`src/rtl/piano_draw_pkg.sv`:
```
// Shared field geometry, colour codes, pixel payload and sequencer state enum.
package piano_draw_pkg;

    localparam int unsigned X0      = 120;
    localparam int unsigned LANE_W  = 20;
    localparam int unsigned N_LANES = 4;
    localparam int unsigned TILE_H  = 40;
    localparam int unsigned Y_MAX   = 239;

    localparam int unsigned XW = 9;
    localparam int unsigned YW = 8;
    localparam int unsigned CW = 3;

    localparam logic [CW-1:0] WHITE = 3'b111;
    localparam logic [CW-1:0] BLACK = 3'b000;

    typedef enum logic [2:0] {
        IDLE,
        CLEAR,
        CLR_REL,
        LANE_SEL,
        FILL,
        FINISH
    } state_t;

    typedef struct packed {
        logic [XW-1:0] x;
        logic [YW-1:0] y;
        logic [CW-1:0] color;
    } pixel_t;

    // Left column of a lane, kept in the pixel-bus x width.
    function automatic logic [XW-1:0] lane_left(input int unsigned x0,
                                                input int unsigned lane_w,
                                                input int unsigned lane);
        return XW'(x0 + lane * lane_w);
    endfunction

endpackage

```
`src/rtl/draw_sequencer_if.sv`:
```
// Pixel-write bus to the VGA adapter plus the screen-clear stage handshake and stream.
interface draw_sequencer_if;
    import piano_draw_pkg::*;

    logic          clear_go;
    logic          clear_done;
    logic [XW-1:0] clr_x;
    logic [YW-1:0] clr_y;
    logic [CW-1:0] clr_color;
    logic          clr_en;

    logic [XW-1:0] x;
    logic [YW-1:0] y;
    logic [CW-1:0] color;
    logic          vga_en;

    modport master (
        output clear_go, x, y, color, vga_en,
        input  clear_done, clr_x, clr_y, clr_color, clr_en
    );

    modport slave (
        input  clear_go, x, y, color, vga_en,
        output clear_done, clr_x, clr_y, clr_color, clr_en
    );

endinterface

```
`src/rtl/draw_sequencer_rect_fill.sv`:
```
// Raster walker: emits one pixel per cycle over a W-wide rectangle from (x0,y0) down to row y_end.
module rect_fill
    import piano_draw_pkg::*;
#(
    parameter int unsigned W = LANE_W
) (
    input  logic          clock,
    input  logic          reset,
    input  logic          i_go,
    input  logic [XW-1:0] i_x0,
    input  logic [YW-1:0] i_y0,
    input  logic [XW-1:0] i_y_end,
    output logic [XW-1:0] o_x,
    output logic [YW-1:0] o_y,
    output logic          o_en,
    output logic          o_last
);

    logic [XW-1:0] r_x0;
    logic [XW-1:0] r_y_end;
    logic [XW-1:0] r_x;
    logic [YW-1:0] r_y;
    logic          r_en;
    logic          r_last;

    logic [XW-1:0] w_x_last;
    logic          w_eol;
    logic [XW-1:0] w_nx;
    logic [YW-1:0] w_ny;

    // Next raster position: step right, or wrap to the left column of the next row.
    always_comb begin
        w_x_last = r_x0 + XW'(W - 1);
        w_eol    = (r_x == w_x_last);
        w_nx     = w_eol ? r_x0 : (r_x + XW'(1));
        w_ny     = w_eol ? (r_y + YW'(1)) : r_y;
    end

    // Walker registers; last flags the cycle holding the final pixel so en drops right after it.
    always_ff @(posedge clock) begin
        if (reset) begin
            r_x0    <= '0;
            r_y_end <= '0;
            r_x     <= '0;
            r_y     <= '0;
            r_en    <= 1'b0;
            r_last  <= 1'b0;
        end else if (i_go) begin
            r_x0    <= i_x0;
            r_y_end <= i_y_end;
            r_x     <= i_x0;
            r_y     <= i_y0;
            r_en    <= 1'b1;
            r_last  <= (W == 1) && ({1'b0, i_y0} == i_y_end);
        end else if (r_en) begin
            if (r_last) begin
                r_en   <= 1'b0;
                r_last <= 1'b0;
            end else begin
                r_x    <= w_nx;
                r_y    <= w_ny;
                r_last <= (w_nx == w_x_last) && ({1'b0, w_ny} == r_y_end);
            end
        end
    end

    assign o_x    = r_x;
    assign o_y    = r_y;
    assign o_en   = r_en;
    assign o_last = r_last;

endmodule

```
`src/rtl/draw_sequencer.sv`:
```
// Owns the VGA pixel bus: runs the screen-clear stage, then fills one row of tiles lane by lane.
module draw_sequencer
    import piano_draw_pkg::*;
#(
    parameter int unsigned   X0         = piano_draw_pkg::X0,
    parameter int unsigned   LANE_W     = piano_draw_pkg::LANE_W,
    parameter int unsigned   N_LANES    = piano_draw_pkg::N_LANES,
    parameter int unsigned   TILE_H     = piano_draw_pkg::TILE_H,
    parameter int unsigned   Y_MAX      = piano_draw_pkg::Y_MAX,
    parameter logic [CW-1:0] TILE_COLOR = BLACK
) (
    input  logic               clock,
    input  logic               reset,
    input  logic               start,
    input  logic [N_LANES-1:0] tile_mask,
    input  logic [YW-1:0]      tile_y,
    output logic               busy,
    output logic               done,
    draw_sequencer_if.master   pix
);

    localparam int unsigned LANE_IW = $clog2(N_LANES + 1);

    state_t               r_state;
    state_t               w_state_next;
    logic [N_LANES-1:0]   r_mask;
    logic [N_LANES-1:0]   w_mask_next;
    logic [YW-1:0]        r_tile_y;
    logic [YW-1:0]        w_tile_y_next;
    logic [LANE_IW-1:0]   r_lane;
    logic [LANE_IW-1:0]   w_lane_next;
    logic                 r_clear_go;
    logic                 w_clear_go_next;
    logic                 r_busy;
    logic                 w_busy_next;
    logic                 r_done;
    logic                 w_done_next;
    logic [CW-1:0]        r_color;
    logic [CW-1:0]        w_color_next;

    logic                 w_fill_go;
    logic [XW-1:0]        w_fill_x0;
    logic [XW-1:0]        w_y_sum;
    logic [XW-1:0]        w_y_end;
    logic [N_LANES:0]     w_mask_ext;
    logic                 w_lane_hit;
    logic [XW-1:0]        w_fill_x;
    logic [YW-1:0]        w_fill_y;
    logic                 w_fill_en;
    logic                 w_fill_last;
    pixel_t               w_pix;
    logic                 w_pix_en;

    // Lane geometry: left column and clipped bottom row, y_end one bit wider so the sum cannot wrap.
    always_comb begin
        w_fill_x0  = lane_left(X0, LANE_W, 32'(r_lane));
        w_y_sum    = {1'b0, r_tile_y} + XW'(TILE_H - 1);
        w_y_end    = (w_y_sum > XW'(Y_MAX)) ? XW'(Y_MAX) : w_y_sum;
        w_mask_ext = {1'b0, r_mask};
        w_lane_hit = w_mask_ext[r_lane];
    end

    // Sequencer next state and next values of the registered outputs.
    always_comb begin
        w_state_next    = r_state;
        w_mask_next     = r_mask;
        w_tile_y_next   = r_tile_y;
        w_lane_next     = r_lane;
        w_clear_go_next = 1'b0;
        w_busy_next     = r_busy;
        w_done_next     = 1'b0;
        w_color_next    = r_color;
        w_fill_go       = 1'b0;

        case (r_state)
            IDLE: begin
                if (start) begin
                    w_state_next    = CLEAR;
                    w_mask_next     = tile_mask;
                    w_tile_y_next   = tile_y;
                    w_lane_next     = '0;
                    w_clear_go_next = 1'b1;
                    w_busy_next     = 1'b1;
                end
            end
            CLEAR: begin
                if (pix.clear_done) begin
                    w_state_next = CLR_REL;
                end else begin
                    w_clear_go_next = 1'b1;
                end
            end
            CLR_REL: begin
                w_state_next = LANE_SEL;
            end
            LANE_SEL: begin
                if (r_lane == LANE_IW'(N_LANES)) begin
                    w_state_next = FINISH;
                    w_done_next  = 1'b1;
                    w_busy_next  = 1'b0;
                end else if (w_lane_hit && (r_tile_y <= YW'(Y_MAX))) begin
                    w_state_next = FILL;
                    w_fill_go    = 1'b1;
                    w_color_next = TILE_COLOR;
                end else begin
                    w_lane_next = r_lane + LANE_IW'(1);
                end
            end
            FILL: begin
                if (w_fill_last) begin
                    w_state_next = LANE_SEL;
                    w_lane_next  = r_lane + LANE_IW'(1);
                end
            end
            FINISH: begin
                w_state_next = IDLE;
            end
            default: begin
                w_state_next = IDLE;
            end
        endcase
    end

    // State and registered outputs.
    always_ff @(posedge clock) begin
        if (reset) begin
            r_state    <= IDLE;
            r_mask     <= '0;
            r_tile_y   <= '0;
            r_lane     <= '0;
            r_clear_go <= 1'b0;
            r_busy     <= 1'b0;
            r_done     <= 1'b0;
            r_color    <= '0;
        end else begin
            r_state    <= w_state_next;
            r_mask     <= w_mask_next;
            r_tile_y   <= w_tile_y_next;
            r_lane     <= w_lane_next;
            r_clear_go <= w_clear_go_next;
            r_busy     <= w_busy_next;
            r_done     <= w_done_next;
            r_color    <= w_color_next;
        end
    end

    rect_fill #(
        .W (LANE_W)
    ) u_rect_fill (
        .clock   (clock),
        .reset   (reset),
        .i_go    (w_fill_go),
        .i_x0    (w_fill_x0),
        .i_y0    (r_tile_y),
        .i_y_end (w_y_end),
        .o_x     (w_fill_x),
        .o_y     (w_fill_y),
        .o_en    (w_fill_en),
        .o_last  (w_fill_last)
    );

    // Bus owner mux: clear stage streams straight through during CLEAR, local registers otherwise.
    always_comb begin
        if (r_state == CLEAR) begin
            w_pix.x     = pix.clr_x;
            w_pix.y     = pix.clr_y;
            w_pix.color = pix.clr_color;
            w_pix_en    = pix.clr_en;
        end else begin
            w_pix.x     = w_fill_x;
            w_pix.y     = w_fill_y;
            w_pix.color = r_color;
            w_pix_en    = w_fill_en;
        end
    end

    assign pix.x        = w_pix.x;
    assign pix.y        = w_pix.y;
    assign pix.color    = w_pix.color;
    assign pix.vga_en   = w_pix_en;
    assign pix.clear_go = r_clear_go;
    assign busy         = r_busy;
    assign done         = r_done;

endmodule

```
`src/flat_wrapper.sv`:
```
// flat-port wrapper written by rule: the top's interface ports become plain ports
module draw_sequencer_flat import piano_draw_pkg::*;
#(
    parameter int unsigned   X0         = piano_draw_pkg::X0,
    parameter int unsigned   LANE_W     = piano_draw_pkg::LANE_W,
    parameter int unsigned   N_LANES    = piano_draw_pkg::N_LANES,
    parameter int unsigned   TILE_H     = piano_draw_pkg::TILE_H,
    parameter int unsigned   Y_MAX      = piano_draw_pkg::Y_MAX,
    parameter logic [CW-1:0] TILE_COLOR = BLACK
)
  (clock, reset, start, tile_mask, tile_y, busy, done, pix_clear_go, pix_x, pix_y, pix_color, pix_vga_en, pix_clear_done, pix_clr_x, pix_clr_y, pix_clr_color, pix_clr_en);
  draw_sequencer_if pix_i ();
  input  logic clock;
  input  logic reset;
  input  logic start;
  input  logic [N_LANES-1:0] tile_mask;
  input  logic [YW-1:0] tile_y;
  output logic busy;
  output logic done;
  output wire logic [$bits(pix_i.clear_go)-1:0] pix_clear_go;
  output wire logic [$bits(pix_i.x)-1:0] pix_x;
  output wire logic [$bits(pix_i.y)-1:0] pix_y;
  output wire logic [$bits(pix_i.color)-1:0] pix_color;
  output wire logic [$bits(pix_i.vga_en)-1:0] pix_vga_en;
  input wire logic [$bits(pix_i.clear_done)-1:0] pix_clear_done;
  input wire logic [$bits(pix_i.clr_x)-1:0] pix_clr_x;
  input wire logic [$bits(pix_i.clr_y)-1:0] pix_clr_y;
  input wire logic [$bits(pix_i.clr_color)-1:0] pix_clr_color;
  input wire logic [$bits(pix_i.clr_en)-1:0] pix_clr_en;
  assign pix_clear_go = pix_i.clear_go;
  assign pix_x = pix_i.x;
  assign pix_y = pix_i.y;
  assign pix_color = pix_i.color;
  assign pix_vga_en = pix_i.vga_en;
  assign pix_i.clear_done = pix_clear_done;
  assign pix_i.clr_x = pix_clr_x;
  assign pix_i.clr_y = pix_clr_y;
  assign pix_i.clr_color = pix_clr_color;
  assign pix_i.clr_en = pix_clr_en;
  draw_sequencer #(.X0(X0), .LANE_W(LANE_W), .N_LANES(N_LANES), .TILE_H(TILE_H), .Y_MAX(Y_MAX), .TILE_COLOR(TILE_COLOR)) u_core (.clock(clock), .reset(reset), .start(start), .tile_mask(tile_mask), .tile_y(tile_y), .busy(busy), .done(done), .pix(pix_i));
endmodule
```
`config.mk`:
```
export PLATFORM = sky130hd
export DESIGN_NAME = draw_sequencer_flat
export DESIGN_NICKNAME = d
export VERILOG_FILES = /design/src/rtl/piano_draw_pkg.sv /design/src/rtl/draw_sequencer_if.sv /design/src/rtl/draw_sequencer_rect_fill.sv /design/src/rtl/draw_sequencer.sv /design/src/flat_wrapper.sv
export SDC_FILE = /design/constraint.sdc
export NUM_CORES = 1
export LEC_CHECK = 0
export BUFFER_PORTS_ARGS = -buffer_cell sky130_fd_sc_hd__buf_4
export CAP_MARGIN = 20
export CORE_UTILIZATION = 50
export CTS_CLUSTER_DIAMETER = 30
export DETAILED_ROUTE_END_ITERATION = 7
export PLACE_DENSITY = 0.71
export SKIP_LAST_GASP = 1
export SLEW_MARGIN = 30
export SYNTH_ARGS = -nofsm -noshare
export SYNTH_HDL_FRONTEND = slang
export SYNTH_HIERARCHICAL = 1
export SYNTH_SLANG_ARGS = --single-unit
```
`constraint.sdc`:
```
create_clock -name clock -period 7.35 [get_ports clock]
set_input_delay 0 -clock clock [delete_from_list [all_inputs] [get_ports clock]]
set_output_delay 0 -clock clock [all_outputs]
set_load 0.01 [all_outputs]
```
==> flow_metrics.tcl, run 1 <==
set metrics [dict create \
    via_count 3898 \
    comb_power_share_pct 32.5 \
    ctsResizeCount 0 \
    fmax_ghz 0.308 \
    clock_latency_ns 0.35 \
    cp_num_buf_inv 1 \
    crit_path_max_fanout 22 \
    hpwl_um 7460 \
    die_x_um 93.5 \
    n_fill_cell 699 \
    fin_nets 613 \
    internal_power_uw 760 \
    fin_crit_sh_pct 44.2 \
    crit_chain "inv_1, ha_1, nand3b_1, o32ai_1, nand4_2, or4_1, a31oi_1, a21o_1" \
    pin_count 61 \
    synth_cell_type_count 73 \
    grt_max_degree 61 \
    grt_pass1_vias 3603 \
    ys_top_cells_by_area "dfxtp_1, nand2_1, mux2_2" \
    hold_class "in -> reg" \
    final_max_slew_viol_count 0 \
    power.total_mw 1.15 \
    dieArea_um2 8750 \
    cts_tree "yes" \
    critPathKind "reg -> reg" \
    skew_ns 0.0105 \
    slew_headroom_pct 46.0 \
    critical-path-max-stage-delay_ns 0.70 \
    cap_violations 0 \
    ys_seq_area_share_pct 27.7 \
    synthCells 513 \
    power_switching_uw 392 \
    critPathLaunchType "flop" \
    synthFlopType "dfxtp_1" \
    cts.clk_slew.worst_paths_ns 0.08 \
    floorplan.die.height_um 93.5 \
    viasPerCell 5.78 \
    syn_to_final_growth_pct 19.5 \
    rsz0062_at_grt "false" \
    seqPwrFrac_pct 35.1 \
    worst_ir_drop_vdd_mv 0.236 \
    gp_congestion 0.878 \
    ys_ff_latch 58 \
    synthAdderAreaFrac_pct 3.94 \
    cp.arrival_ns 3.55 \
    fin_tns_setup_ns 0 \
    yosysTopAreaCell "dfxtp_1" \
    cts-root-buf "clkbuf_8" \
    slowest_stage "or4_1" \
    grt_use_total_pct 25.4 \
    muxShareOfSynthArea_pct 10.7 \
    synth_edf_count 0 \
    wirelength_um 10700 \
    drc_errors 0 \
    layout-drive-gt1-share_pct 20.2 \
    hold_viol 0 \
    outcome "finished, final reports clean" \
    powerDensity_nw_per_um2 230 \
    rows 33 \
    worst_setup_path_end_kind "flop" \
    cts_buffers 9 \
    antenna_found_initial 0 \
    port-buffer-count 60 \
    drtIter0Drc 224 \
    synth_top_family_by_area "simple AND/OR/NAND/NOR gates" \
    synth-simple-area-share_pct 23.3 \
    clockBufferDepth 2 \
    synth_top_area_share_pct 27.7 \
    p_clk_share_pct 32.4 \
    clock_sinks 58 \
    n_antenna_cell 0 \
    worst_hold_slack_ns 0.151 \
    syn_area_per_cell_um2 8.16 \
    synth_compound_area_share_pct 17.7 \
    setup_violations 0 \
    synth-async-reset-ratio_pct 0 \
    switching_share_pct 34.0 \
    cpLargestDelayFamily "simple AND/OR/NAND/NOR gates" \
    h-tree-depth 3 \
    start_util_pct 51.2 \
    placed_cell_area_um2 4620 \
    netlist_area_um2 4190 \
    gr-total-overflow 0 \
    worstMarginPinSlew_ns 0.805 \
    core_region_area_um2 8180 \
    synthXorXnorAreaFrac_pct 10.3 \
    wl_per_cell_um 15.8 \
    ys_warn_count 6 \
    antenna_left 0 \
    grt_first_pass_wirelength_um 17400 \
    period_minus_slack_ns 3.25 \
    first_pass_iters 5 \
    fin_area_um2 5000 \
    power_leakage_nw 2.00 \
    required_ns 7.65 \
]
-- synth_stat cells, types with 3 or more instances --
cell type / count
a211oi_1: 7
a21oi_1: 37
a221o_1: 3
a31oi_1: 7
a41oi_1: 3
and2_1: 8
and3_1: 6
buf_2: 16
clkbuf_1: 17
dfxtp_1: 58
ha_1: 10
inv_1: 21
mux2_2: 19
mux2i_1: 19
nand2_1: 65
nand2b_1: 6
nand3_1: 10
nand3b_1: 4
nand4_1: 3
nor2_1: 42
nor2b_1: 6
nor3_1: 7
nor3b_1: 4
nor4_1: 4
o211ai_1: 8
o21ai_0: 15
o32ai_1: 3
or2_2: 3
or3_1: 4
xnor2_1: 18
xnor3_1: 3
xor2_1: 19
-- through the flow --
step | util (%) | worst slack [ns] | std cells
3_3_place_gp | 56.6 | 4.16 | 645
6_report | 61.2 | 4.10 | 674
3_5_place_dp | 56.6 | 4.13 | 645
4_1_cts | 61.2 | 4.11 | 674
2_1_floorplan | - | 4.39 | 516
5_1_grt | 61.2 | 3.82 | 674
-- sequential cells by signal (all words and copies together) (netlist names) --
name	count
u_core/busy	1
u_core/done	1
u_core/pix.clear_go	1
u_core/r_lane	3
u_core/r_mask	4
u_core/r_state	3
u_core/r_tile_y	8
u_core/u_rect_fill/o_en	1
u_core/u_rect_fill/o_last	1
u_core/u_rect_fill/o_x	9
u_core/u_rect_fill/o_y	8
u_core/u_rect_fill/r_x0	9
u_core/u_rect_fill/r_y_end	9
-- path summary, 6_finish.rpt --
kind | startpoint | end | slack (ns) | cells past startpoint
hold reg to reg | u_core/r_mask[3]$_SDFFE_PP0P_ | u_core/r_mask[3]$_SDFFE_PP0P_ | 0.47 | 2
hold / removal | reset | u_core/u_rect_fill/r_x0[7]$_SDFFE_PP0P_ | 0.15 | 2
setup / recovery | u_core/u_rect_fill/r_x0[0]$_SDFFE_PP0P_ | u_core/u_rect_fill/o_last$_SDFFE_PP0P_ | 4.10 | 8
setup reg to reg | u_core/u_rect_fill/r_x0[0]$_SDFFE_PP0P_ | u_core/u_rect_fill/o_last$_SDFFE_PP0P_ | 4.10 | 8
-- layer usage --
layer / track usage [%] / share of wire, % / routed length, um
met1: 33.0 / 45 / 4770
met2: 43.0 / 49 / 5210
met3: 4.72 / 5.2 / 554
met4: 6.67 / 1.1 / 119
met5: 0 / 0 / 0
-- worst register-to-register path, delay by kind of cell (launching register included) --
kind / cells / cell delay, ns
compound gates: 3 / 0.90
fa+ha+maj: 1 / 0.25
buf+inv: 1 / 0.07
flops: 1 / 0.39
simple gates: 3 / 1.60
-- power groups by stage --
stage	Combinational, mW	Sequential, mW	Clock, mW
after CTS	0.376	0.402	0.378
after floorplan	0.289	0.371	0
final	0.375	0.404	0.373
after global placement	0.360	0.408	0
after detailed placement	0.368	0.410	0
after global routing	0.413	0.411	0.395
-- kinds of logic (layout without fill, tap and decap cells) --
family | count (synthesis) | count (layout)
simple gates | 189 | 189
compound gates | 110 | 110
buf+inv | 60 | 113
flops | 58 | 58
xor+xnor | 42 | 42
mux | 41 | 41
fa+ha+maj | 12 | 12
other cells | 1 | 4
-- layout by cell type, fill, tap and decap left out, drive strengths merged, types with 19 or more instances in the layout --
master / n
nor2: 42
inv: 22
mux2i: 19
nand2: 66
a21oi: 38
xor2: 19
buf: 62
mux2: 21
dfxtp: 58
xnor2: 19
-- area by class of cell --
cell class,instances,area (um^2),share of cell area [%]
Clock buffer,9,124,2.48
Clock inverter,7,125,2.50
Sequential cell,58,1160,23.2
Timing Repair Buffer,75,596,11.9
Inverter,22,82.6,1.65
Multi-Input combinational cell,398,2790,55.6
Tap cell,105,131,2.63
-- timing repair --
item,in CTS,in global routing
hold endpoints to repair,13,0
buffers inserted,0,0
setup endpoints to repair,0,0
hold buffers,13,0
(Power assumes the default switching activity.)
==> inputs of run 2 (changes only) <==
Settings changed: ABC_AREA set to 1.
Clock period 7.35 ns to 3.2 ns, I/O delays scaled along.
==> run 2 against run 1 <==
Synthesized cell count grew 34%. Setup slack lost 3.7 ns. Hold slack lost 0.072 ns. Design area grew 1.1%. Utilization grew 2.9 points. Non-clock buffer count grew 6. Clock skew grew 0.0042 ns. Highest routed layer unchanged. Clock power grew 97%. Total power grew to 2.7 times the previous value.
==> flow_metrics.tcl, run 2 <==
set metrics [dict create \
    grt_first_pass_wirelength_um 19900 \
    rr_endpoint "u_core/u_rect_fill/o_last$_SDFFE_PP0P_" \
    synth-async-reset-ratio_pct 0 \
    crit_path_max_fanout 9 \
    internal_power_mw 1.80 \
    rows 32 \
    cp_num_buf_inv 2 \
    wl_met1_um 5390 \
    outcome "finished, final reports clean" \
    pin_count 61 \
    drc_errors 0 \
    worst_setup_path_end_kind "flop" \
    core_region_area_um2 7890 \
    antenna_left 0 \
    rr_worst_depth 21 \
    yosysTopAreaCell "dfxtp_1" \
    antenna_found_initial 0 \
    met3_length_um 736 \
    ctsResizeCount 0 \
    switching_share_pct 41.9 \
    slew_headroom_pct 57.5 \
    power_leakage_nw 2.36 \
    cts-root-buf "clkbuf_8" \
    worstMarginPinSlew_ns 0.636 \
    fin_nets 811 \
    highest_layer "met4" \
    power_switching_mw 1.29 \
    n_antenna_cell 0 \
    ys_ff_latch 58 \
    synth_cell_type_count 40 \
    wl_per_cell_um 13.8 \
    r2r-start "u_core/u_rect_fill/r_x0[0]$_SDFFE_PP0P_" \
    syn_area_per_cell_um2 6.06 \
    slowest_stage "dfxtp_1" \
    viasPerCell 5.24 \
    hold_viol 0 \
    post-cts-setup-buffers 0 \
    setup.worst_path.end "u_core/u_rect_fill/o_last$_SDFFE_PP0P_" \
    hold_class "in -> reg" \
    critPathKind "reg -> reg" \
    port-buffer-count 60 \
    synthCells 689 \
    synth_top_area_share_pct 27.8 \
    fin_crit_sh_pct 87.5 \
    reg2reg_slack_ns 0.40 \
    skew_ns 0.0147 \
    finish.utilization_pct 64.2 \
    worstSetupStartpoint "u_core/u_rect_fill/r_x0[0]$_SDFFE_PP0P_" \
    mostFrequentLayoutCells "nand2_1, inv_1, nand3_1" \
    synthFlopType "dfxtp_1" \
    ys_warn_count 6 \
    rsz0062_at_grt "false" \
    gp_congestion 0.924 \
    fin_tns_setup_ns 0 \
    critPathLaunchType "flop" \
    hpwl_um 8660 \
    syn_to_final_growth_pct 21.2 \
    gr-total-overflow 0 \
    netlist_area_um2 4180 \
    cts_tree "yes" \
    crit_cells 21 \
    postCtsHoldBufs 17 \
    timing.critical_path.mode_cell "nand2_1" \
    clock_sinks 58 \
    comb_power_share_pct 44.9 \
    grt_pass1_vias 4279 \
    cp.arrival_ns 3.07 \
    grt_max_degree 37 \
    ys_top_cells_by_area "dfxtp_1, nand2_1, nand3_1" \
    die_x_um 93.4 \
    fmax_ghz 0.357 \
    period_minus_slack_ns 2.80 \
    cts_buffers 9 \
    ys_seq_area_share_pct 27.8 \
    synth_common_cells "nand2_1, inv_1, nand3_1" \
    seqPwrFrac_pct 31.3 \
    crit_chain "inv_1, ha_1, inv_1, nand3_1, nand2_2, nand2_1, nand2_1, nand2_1, nand2_1, nand2_1, nor2_4, nand2_1, nor2_1, nand2_1, nand2_1, nand2_1, nand2_1, nand2_1, nor2_1, nand3_1, a21oi_1" \
    drtIter0Drc 330 \
    wirelength_um 11900 \
    dr_wl_met2_um 5520 \
    cts.clk_slew.worst_paths_ns 0.07 \
    floorplan.die.height_um 93.4 \
    h-tree-depth 3 \
    start_util_pct 52.9 \
    p_clk_share_pct 23.8 \
    dieArea_um2 8720 \
    cap_violations 0 \
    clockBufferDepth 2 \
    synth_edf_count 0 \
    grt_use_total_pct 29.4 \
    final_max_slew_viol_count 0 \
    powerDensity_nw_per_um2 611 \
    hold_start "reset" \
    critical-path-max-stage-delay_ns 0.36 \
    setup_violations 0 \
    cpLargestDelayFamily "simple AND/OR/NAND/NOR gates" \
    worst_ir_drop_vdd_mv 0.514 \
    layout-drive-gt1-share_pct 14.5 \
    required_ns 3.47 \
    first_pass_iters 5 \
    clock_latency_ns 0.35 \
    mostFrequentLayoutCell "nand2_1" \
    yosysMostFrequentCell "nand2_1" \
    via_count 4547 \
]
==> run 2: cell count changes after synthesis, moves of 8 or more <==
| cell | previous run | this run |
|---|---|---|
| o21ai_1 | 0 | 11 |
| nand4_1 | 3 | 21 |
| a31oi_1 | 7 | 16 |
| inv_2 | 0 | 12 |
| nand3_1 | 10 | 66 |
| mux2_2 | 19 | 0 |
| nand2_1 | 65 | 247 |
| xnor2_1 | 18 | 2 |
| mux2i_1 | 19 | 0 |
| inv_1 | 21 | 75 |
| o211ai_1 | 8 | 0 |
| buf_2 | 16 | 6 |
==> run 2: routing by layer <==
layer	vias to the layer above	global-route usage [%]
li1	2361	-
met1	2004	35.8
met2	153	50.1
met3	29	5.12
met4	0	13.8
met5	-	0
==> run 2: worst min path at each step <==
stage                                                     to  cells after the start
final                                 u_core/done$_SDFF_PP0_                      2
after floorplan                                 pix_color[0]                      2
after CTS                 u_core/u_rect_fill/o_en$_SDFF_PP0_                      2
after global placement       u_core/r_tile_y[3]$_SDFFE_PP0P_                      3
after detailed placement                            pix_x[7]                      4
after global routing      u_core/u_rect_fill/o_en$_SDFF_PP0_                      2
==> run 2: cell type report <==
class	instances	area, um^2
inverters	90	338
flip-flops and latches	58	1160
clock buffers	9	124
repair buffers	81	651
well taps	102	128
fillers	747	2830
clock inverters	5	81.3
multi-input cells	522	2580
==> run 2: stage by stage <==
step	hold slack (ns)	area [um^2]	worst slack [ns]	instances	power (mW)
after global routing	0.0803	5060	0.0491	867	3.35
after floorplan	0.0871	4180	0.924	691	1.94
after CTS	0.0617	5060	0.420	867	3.10
after global placement	0.263	4690	0.481	836	2.28
final	0.0786	5060	0.400	867	3.09
after detailed placement	0.268	4690	0.430	836	2.33
==> run 2: kinds of logic after synthesis <==
group	count (synthesis)	share of synthesized area [%]
xor gates and xnor gates	14	2.94
adders and majority gates	12	3.96
buffers and inverters	111	10.6
DFF	58	27.8
other	1	0.0898
and+or+nand+nor	408	43.5
AOI/OAI and AO/OA	85	11.1
==> run 2: power by group through the flow <==
stage,Clock [mW],Sequential [mW],Combinational [mW]
after floorplan,0,0.950,0.990
after global placement,0,0.978,1.30
after detailed placement,0,0.981,1.34
after CTS,0.751,0.965,1.38
after global routing,0.787,0.984,1.58
final,0.736,0.967,1.39
==> inputs of run 3 (changes only) <==
==> constraint.sdc (replaced) <==
create_clock -name clock -period 3.2 [get_ports clock]
set_input_delay 0.32 -clock clock [delete_from_list [all_inputs] [get_ports clock]]
set_output_delay 0.32 -clock clock [all_outputs]
set_load 0.01 [all_outputs]
==> run 3 against run 2 <==
Clock skew decreased by 0.0034 ns. Critical endpoint unchanged. Largest cell class unchanged. Final cell count decreased by 2.0%. Wire length decreased by 3.8%. Via count decreased by 2.0%. Die area unchanged. Setup slack about the same.
==> flow_metrics.tcl, run 3 (synthesis gave the netlist of run 2 again) <==
set metrics [dict create \
    rr_worst_depth 21 \
    viasPerCell 5.24 \
    via_count 4456 \
    post-cts-setup-buffers 0 \
    cap_violations 0 \
    rows 32 \
    critPathLaunchType "flop" \
    fin_crit_sh_pct 87.5 \
    internal_power_mw 1.77 \
    gp_congestion 0.924 \
    clock_latency_ns 0.34 \
    grt_use_total_pct 28.4 \
    comb_power_share_pct 44.2 \
    rsz0062_at_grt "false" \
    clockBufferDepth 2 \
    wirelength_um 11500 \
    reg2reg_slack_ns 0.40 \
    mostFrequentLayoutCells "nand2_1, inv_1, nand3_1" \
    antenna_found_initial 0 \
    hold_viol 0 \
    drc_errors 0 \
    layout-drive-gt1-share_pct 14.8 \
    grt_pass1_vias 4148 \
    start_util_pct 52.9 \
    final_max_slew_viol_count 0 \
    n_antenna_cell 0 \
    worst_ir_drop_vdd_mv 0.496 \
    hold_path_depth 3 \
    rr_endpoint "u_core/u_rect_fill/o_last$_SDFFE_PP0P_" \
    wl_per_cell_um 13.5 \
    postCtsHoldBufs 0 \
    clock_sinks 58 \
    required_ns 3.47 \
    switching_share_pct 41.9 \
    antenna_left 0 \
    p_clk_share_pct 24.1 \
    outcome "finished, final reports clean" \
    ctsResizeCount 0 \
    worstMarginPinSlew_ns 0.623 \
    port-buffer-count 60 \
    period_minus_slack_ns 2.80 \
    r2r-start "u_core/u_rect_fill/r_x0[0]$_SDFFE_PP0P_" \
    cp.arrival_ns 3.07 \
    floorplan.die.height_um 93.4 \
    hold_start "tile_y[1]" \
    pin_count 61 \
    fmax_ghz 0.357 \
    grt_first_pass_wirelength_um 19200 \
    fin_tns_setup_ns 0 \
    drtIter0Drc 318 \
    power_switching_mw 1.28 \
    first_pass_iters 5 \
    seqPwrFrac_pct 31.7 \
    mostFrequentLayoutCell "nand2_1" \
    crit_path_max_fanout 9 \
    syn_to_final_growth_pct 17.1 \
    cts_tree "yes" \
    dieArea_um2 8720 \
    skew_ns 0.0113 \
    power.total_mw 3.05 \
    slew_headroom_pct 58.4 \
    setup_violations 0 \
    fin_nets 794 \
    h-tree-depth 3 \
    core_region_area_um2 7890 \
    gr-total-overflow 0 \
    cts_buffers 9 \
    cts.clk_slew.worst_paths_ns 0.07 \
    cts-root-buf "clkbuf_8" \
    power_leakage_nw 2.30 \
    hold_path_end "u_core/r_tile_y[1]$_SDFFE_PP0P_" \
    hpwl_um 8660 \
    critPathKind "reg -> reg" \
    grt_max_degree 37 \
    powerDensity_nw_per_um2 623 \
    hold_class "in -> reg" \
    worst_setup_path_end_kind "flop" \
    die_x_um 93.4 \
]
## run 3: changes by cell type in the layout (fill, tap and decap cells not counted)
cell,delta
dlygate4sd3_1,-17
## run 3: layout make-up
class / count / area (um^2)
clock inverters: 5 / 81.3
clock buffers: 9 / 124
repair buffers: 64 / 480
inverters: 90 / 338
flip-flops and latches: 58 / 1160
fillers: 767 / 3000
well taps: 102 / 128
multi-input cells: 522 / 2580
## run 3: power by group through the flow
| stage | Combinational (mW) | Clock (mW) | Sequential, mW |
|---|---|---|---|
| final | 1.35 | 0.736 | 0.965 |
| after CTS | 1.35 | 0.751 | 0.965 |
| after floorplan | 0.990 | 0 | 0.950 |
| after detailed placement | 1.34 | 0 | 0.981 |
| after global routing | 1.54 | 0.787 | 0.984 |
| after global placement | 1.30 | 0 | 0.978 |
## run 3: worst max-delay path, cell delays in order, from the launching register on
cell,delay [ns]
dfxtp_1,0.36
inv_1,0.08
ha_1,0.21
inv_1,0.09
nand3_1,0.09
nand2_2,0.12
nand2_1,0.06
nand2_1,0.08
nand2_1,0.11
nand2_1,0.08
nand2_1,0.08
nor2_4,0.28
nand2_1,0.09
nor2_1,0.26
nand2_1,0.15
nand2_1,0.09
nand2_1,0.05
nand2_1,0.09
nand2_1,0.07
nor2_1,0.12
nand3_1,0.09
a21oi_1,0.12
## run 3: worst max path at each step
stage	depth (start not counted)	startpoint	slack (ns)	endpoint
2_1_floorplan	20	u_core/u_rect_fill/r_x0[0]$_SDFFE_PP0P_	0.92	u_core/u_rect_fill/o_last$_SDFFE_PP0P_
3_3_place_gp	20	u_core/u_rect_fill/r_x0[0]$_SDFFE_PP0P_	0.48	u_core/u_rect_fill/o_last$_SDFFE_PP0P_
3_5_place_dp	19	u_core/u_rect_fill/r_x0[0]$_SDFFE_PP0P_	0.43	u_core/u_rect_fill/o_last$_SDFFE_PP0P_
4_1_cts	19	u_core/u_rect_fill/r_x0[0]$_SDFFE_PP0P_	0.42	u_core/u_rect_fill/o_last$_SDFFE_PP0P_
5_1_grt	19	u_core/u_rect_fill/r_x0[0]$_SDFFE_PP0P_	0.05	u_core/u_rect_fill/o_last$_SDFFE_PP0P_
6_report	21	u_core/u_rect_fill/r_x0[0]$_SDFFE_PP0P_	0.40	u_core/u_rect_fill/o_last$_SDFFE_PP0P_
## run 3: metal layers
layer	wire (um)	vias up	track usage [%]	part of all wire, %
met4	302	0	14.1	2.6
li1	-	2324	-	-
met3	756	27	5.04	6.6
met5	0	-	0	0
met2	5210	163	47.7	45
met1	5210	1942	34.9	45
## run 3: metrics by stage
step / setup WS [ns] / hold WS (ns) / util [%] / instance area, um^2 / std cells
after floorplan: 0.924 / 0.440 / - / 4180 / 691
after global placement: 0.481 / 0.452 / 59.4 / 4690 / 836
after detailed placement: 0.430 / 0.454 / 59.4 / 4690 / 836
after CTS: 0.420 / 0.221 / 62.0 / 4890 / 850
after global routing: 0.0491 / 0.242 / 62.0 / 4890 / 850
final: 0.400 / 0.234 / 62.0 / 4890 / 850
